<file path="src/rtl/bus_fabric.sv">
// Single-master bus fabric: decodes CPU addresses onto up to 16 slave ports via a three-state IDLE/WAIT/RESP FSM.
// Define BUS_TIMEOUT_EN to build the WAIT-state timeout counter (err_code 2).
module bus_fabric #(
    parameter int          NUM_SLAVES     = 8,
    parameter logic [15:0] IO_BASE        = 16'hFFFF,
    parameter int          TIMEOUT_CYCLES = 255,
    parameter logic [31:0] ERR_RDATA      = 32'hDEADBEEF
) (
    input  logic                     clk,
    input  logic                     resetn,
    input  logic                     mem_valid,
    input  logic [31:0]              mem_addr,
    output logic                     mem_ready,
    output logic [31:0]              mem_rdata,
    output logic [NUM_SLAVES-1:0]    enables,
    output logic                     slave_valid,
    input  logic [NUM_SLAVES-1:0]    slave_ready,
    input  logic [32*NUM_SLAVES-1:0] slave_rdata,
    output logic                     bus_err,
    output logic [31:0]              err_addr,
    output logic [1:0]               err_code
);

    localparam logic [1:0] ST_IDLE = 2'd0;
    localparam logic [1:0] ST_WAIT = 2'd1;
    localparam logic [1:0] ST_RESP = 2'd2;

    localparam logic [1:0] ERR_UNMAPPED = 2'd1;
    localparam logic [1:0] ERR_TIMEOUT  = 2'd2;

    logic [1:0]  state_reg;
    logic [3:0]  sel_reg;
    logic        err_flag_reg;
    logic [31:0] rdata_reg;
    logic [31:0] err_addr_reg;
    logic [1:0]  err_code_reg;

    // Slave ports padded out to 16 entries so a 4-bit select indexes them cleanly.
    logic [31:0] rdata_arr [16];
    logic [15:0] ready_arr;

    genvar gi;
    generate
        for (gi = 0; gi < 16; gi++) begin : g_port
            if (gi < NUM_SLAVES) begin : g_used
                assign rdata_arr[gi] = slave_rdata[32*gi +: 32];
                assign ready_arr[gi] = slave_ready[gi];
            end else begin : g_pad
                assign rdata_arr[gi] = 32'd0;
                assign ready_arr[gi] = 1'b0;
            end
        end
    endgenerate

    logic       dec_is_io;
    logic       dec_unmapped;
    logic [3:0] dec_sel;
    logic       sel_ready;
    logic [31:0] sel_rdata;
    logic       timeout_hit;

    assign dec_is_io    = (mem_addr[31:16] == IO_BASE);
    assign dec_unmapped = dec_is_io && ({1'b0, mem_addr[7:4]} >= 5'(NUM_SLAVES));
    assign dec_sel      = dec_is_io ? mem_addr[7:4] : 4'd0;
    assign sel_ready    = ready_arr[sel_reg];
    assign sel_rdata    = rdata_arr[sel_reg];

`ifdef BUS_TIMEOUT_EN
    localparam logic [15:0] TIMEOUT_LIMIT = 16'(TIMEOUT_CYCLES - 1);

    logic [15:0] count_reg;
    logic [31:0] addr_reg;

    // Count sits at zero in IDLE, so it is already clear on entry to WAIT.
    always_ff @(posedge clk or negedge resetn) begin
        if (!resetn) begin
            count_reg <= 16'd0;
            addr_reg  <= 32'd0;
        end else begin
            if (state_reg == ST_WAIT) begin
                count_reg <= count_reg + 16'd1;
            end else begin
                count_reg <= 16'd0;
            end
            if (state_reg == ST_IDLE && mem_valid) begin
                addr_reg <= mem_addr;
            end
        end
    end

    assign timeout_hit = (count_reg == TIMEOUT_LIMIT);
`else
    assign timeout_hit = 1'b0;
`endif

    always_ff @(posedge clk or negedge resetn) begin
        if (!resetn) begin
            state_reg    <= ST_IDLE;
            sel_reg      <= 4'd0;
            err_flag_reg <= 1'b0;
            rdata_reg    <= 32'd0;
            err_addr_reg <= 32'd0;
            err_code_reg <= 2'd0;
        end else begin
            case (state_reg)
                ST_IDLE: begin
                    if (mem_valid) begin
                        sel_reg <= dec_sel;
                        if (dec_unmapped) begin
                            err_flag_reg <= 1'b1;
                            rdata_reg    <= ERR_RDATA;
                            err_addr_reg <= mem_addr;
                            err_code_reg <= ERR_UNMAPPED;
                            state_reg    <= ST_RESP;
                        end else begin
                            err_flag_reg <= 1'b0;
                            state_reg    <= ST_WAIT;
                        end
                    end
                end
                ST_WAIT: begin
                    // A ready on the expiry edge takes priority over the timeout.
                    if (sel_ready) begin
                        rdata_reg    <= sel_rdata;
                        err_flag_reg <= 1'b0;
                        state_reg    <= ST_RESP;
                    end else if (timeout_hit) begin
`ifdef BUS_TIMEOUT_EN
                        err_addr_reg <= addr_reg;
`endif
                        rdata_reg    <= ERR_RDATA;
                        err_flag_reg <= 1'b1;
                        err_code_reg <= ERR_TIMEOUT;
                        state_reg    <= ST_RESP;
                    end
                end
                ST_RESP: begin
                    state_reg <= ST_IDLE;
                end
                default: begin
                    state_reg <= ST_IDLE;
                end
            endcase
        end
    end

    assign mem_ready   = (state_reg == ST_RESP);
    assign bus_err     = mem_ready && err_flag_reg;
    assign slave_valid = (state_reg == ST_WAIT);
    assign mem_rdata   = rdata_reg;
    assign err_addr    = err_addr_reg;
    assign err_code    = err_code_reg;

    generate
        for (gi = 0; gi < NUM_SLAVES; gi++) begin : g_enable
            assign enables[gi] = slave_valid && (sel_reg == 4'(gi));
        end
    endgenerate

endmodule

</file>
<file path="config.mk">
export PLATFORM = sky130hd
export DESIGN_NAME = bus_fabric
export DESIGN_NICKNAME = d
export VERILOG_FILES = /design/src/rtl/bus_fabric.sv
export SDC_FILE = /design/constraint.sdc
export NUM_CORES = 1
export LEC_CHECK = 0
export BUFFER_PORTS_ARGS = -buffer_cell sky130_fd_sc_hd__clkbuf_2
export CORE_AREA = 2 2 146 148
export CTS_CLUSTER_DIAMETER = 120
export DETAILED_ROUTE_END_ITERATION = 12
export DIE_AREA = 0 0 148 150
export MAX_ROUTING_LAYER = met4
export PLACE_DENSITY = 0.59
export SETUP_SLACK_MARGIN = 0.5
export SLEW_MARGIN = 40
export SYNTH_ARGS = -nofsm -noshare
export SYNTH_HDL_FRONTEND = slang
export SYNTH_SLANG_ARGS = --single-unit
</file>
<file path="constraint.sdc">
create_clock -name clk -period 1.95 [get_ports clk]
set_input_delay 0.585 -clock clk [delete_from_list [all_inputs] [get_ports clk]]
set_output_delay 0.585 -clock clk [all_outputs]
set_load 0.02 [all_outputs]
</file>
==> impl_metrics.json <==
{
  "max_freq_mhz": 465,
  "synth_cell_types": 39,
  "clock_latency_ns": 0.33,
  "synth.avg_cell_area_sq_um": 13.3,
  "min_path_type": "primary input to asynchronous set/reset pin",
  "io_buffers": 374,
  "fin_crit_ns": 2.15,
  "synthesis.nets": 673,
  "worst-path-max-fanout": 6,
  "synth-main-ff-cell": "dfrtp_1",
  "area_growth_pct": 95.8,
  "grt_remaining_overflow": 0,
  "finalNonFillerCells": 1120,
  "gp_congestion": 0.808,
  "grt_max_degree": 34,
  "leakage_nw": 4.81,
  "finalHoldViolCount": 0,
  "h-tree-depth": 3,
  "cts_buffers": 9,
  "die_h_microns": 150,
  "worstPathCellList": "or3_4 > nor3_4 > clkbuf_8",
  "pin_count": 376,
  "rows": 53,
  "max-cap-violations": 0,
  "p_total_mw": 6.85,
  "grt_pass1_vias": 5245,
  "required_ns": 1.36,
  "wl_microns": 21300,
  "synth_edf_count": 0,
  "core_sq_um": 20700,
  "r2r-start": "sel_reg[2]$_DFFE_PN0P_",
  "rsz0062_at_grt": "true",
  "syn_area_sq_um": 4970,
  "via_per_inst": 4.67,
  "power_density_nw_per_um2": 704,
  "status": "finished with violations",
  "dp_cells": 1012,
  "die_w_microns": 148,
  "cts_tree": "yes",
  "fin_hold_ws_ns": 0.145,
  "drc": 0,
  "clock-sinks": 72,
  "synth-seq-area-share_pct": 36.2,
  "dieArea_sq_um": 22200,
  "start_kind": "register",
  "vias": 5232,
  "gr-usage-all-layers_pct": 18.0,
  "cp-startpoint": "sel_reg[2]$_DFFE_PN0P_",
  "cts.path.max_buffers": 2,
  "dp_hpwl_microns": 15100,
  "synth-async-reset-ratio_pct": 100,
  "grt_pass1_wl_microns": 29500,
  "clk_pin_slew_ns": 0.06,
  "arrival_ns": 1.56,
  "drtAntennaViolNets": 0,
  "yosysWarnings": 0,
  "drive_gt1_share_pct": 76.5,
  "fin_crit_sh_pct": 110,
  "critPathKind": "register to output port",
  "antenna_found_initial": 2,
  "synth_cells": 374,
  "start_util_pct": 24.0,
  "cp-end-kind": "output port",
  "cpMaxStageDelayCell": "dfrtp_4",
  "drtPass1Iterations": 4,
  "max_stage_delay_ns": 0.52,
  "drt_iter0_drc": 246,
  "root_buffer": "clkbuf_16",
  "setup_ws_ns": -0.199,
  "vdd_ir_drop_max_mv": 0.386,
  "setup_viol": 40,
  "synth_seq_cells": 72,
  "fin_worst_skew_ns": 0.00534,
  "layout.nets": 1136,
  "holdBufCountCts": 0,
  "violations": "setup timing",
  "final-max-slew-violation-count": 0,
  "wl_per_cell_microns": 19.0
}
-- critical path: cells and delay by family (launching register included) --
family | cells | cell delay [ns]
and+or+nand+nor | 2 | 0.55
buffers and inverters | 1 | 0.17
DFF | 1 | 0.52
-- metal layers --
metal | GRT usage, % | part of all wire [%] | up-vias | wire (microns)
met1 | 22.1 | 40 | 2561 | 8490
met5 | - | 0 | - | 0
met4 | 6.29 | 2.7 | 0 | 571
li1 | - | - | 2382 | -
met2 | 28.6 | 51 | 256 | 10900
met3 | 4.91 | 6.1 | 33 | 1300
-- metrics by stage --
| step | setup TNS [ns] | utilization, % | area [sq um] | setup WS [ns] |
|---|---|---|---|---|
| after floorplan | -0.195 | - | 5270 | -0.101 |
| after global placement | 0 | 36.2 | 7480 | 0.0402 |
| after detailed placement | 0 | 36.2 | 7480 | 0.00383 |
| after CTS | -2.25 | 43.5 | 8990 | -0.221 |
| after global routing | -6.82 | 47.1 | 9740 | -0.255 |
| final | -4.62 | 47.1 | 9740 | -0.199 |
-- area by class of cell --
| class | count | area (sq um) |
|---|---|---|
| Tap cell | 275 | 344 |
| Antenna cell | 3 | 7.51 |
| Multi-Input combinational cell | 267 | 3420 |
| Timing Repair Buffer | 486 | 3880 |
| Clock inverter | 6 | 42.5 |
| Clock buffer | 10 | 229 |
| Sequential cell | 72 | 1810 |
| Fill cell | 1867 | 11000 |
| Inverter | 1 | 8.76 |
-- cell usage after synthesis, types with 2 or more instances --
master    instances  area [sq um]
nor4_1            2          12.5
mux2_2           19           214
buf_2            15          75.1
nand2b_1         27           169
mux2i_1          51           510
mux4_2           62          1400
nand2_1          29           109
buf_6             2          22.5
mux2_4            4          60.1
nand4_1           4          25.0
buf_4             6          45.0
buf_1             2          7.51
nor2_1            5          18.8
a21oi_1          25           125
mux4_1            2          52.6
dfrtp_1          72          1800
nor3_1            3          15.0
and2_1            2          12.5
clkbuf_1         10          37.5
a21boi_0          8          60.1
nand3_1           4          20.0
nor2b_1           3          18.8
-- cells in the final DEF (no fill, tap or decap), types with 11 or more instances in the layout --
| cell type | instances |
|---|---|
| buf_6 | 43 |
| nand2_1 | 26 |
| clkbuf_2 | 297 |
| buf_12 | 13 |
| clkbuf_16 | 11 |
| mux4_2 | 64 |
| mux2_4 | 20 |
| buf_8 | 14 |
| a21oi_1 | 23 |
| buf_4 | 68 |
| mux2i_1 | 50 |
| nand2b_4 | 19 |
| dfrtp_1 | 69 |
| clkbuf_8 | 36 |
-- timing repair --
item                                    4_1_cts  5_1_grt
resized for setup                           159      113
pin swaps                                    12       14
gates cloned                                 10        6
setup buffers                                25       48
endpoints found under the setup margin      147      148
-- where the power goes --
group	internal, mW	switching, mW
clock	0.865	0.662
sequential	1.85	0.278
combinational	1.88	1.32
-- cell families (layout without fill, tap and decap cells) --
family / after synthesis / after routing / synth area share, %
and+or+nand+nor: 87 / 90 / 9.41
muxes: 139 / 139 / 45.1
AOI/OAI and AO/OA: 37 / 37 / 4.63
buffers and inverters: 38 / 503 / 4.55
DFF: 72 / 72 / 36.2
other: 1 / 4 / 0.0754
-- worst paths after layout --
kind | to | slack (ns) | depth (start not counted)
worst min-delay path | err_addr[10]$_DFFE_PN0P_ | 0.14 | 1
worst min register to register | err_addr[23]$_DFFE_PN0P_ | 0.52 | 1
max in group asynchronous | sel_reg[2]$_DFFE_PN0P_ | 1.22 | 2
worst max register to register | mem_rdata[29]$_DFFE_PN0P_ | -0.15 | 8
min in group clk | err_addr[3]$_DFFE_PN0P_ | 0.48 | 2
worst max-delay path | enables[0] | -0.20 | 3
Note: power is estimated with default switching activity, not from simulation.
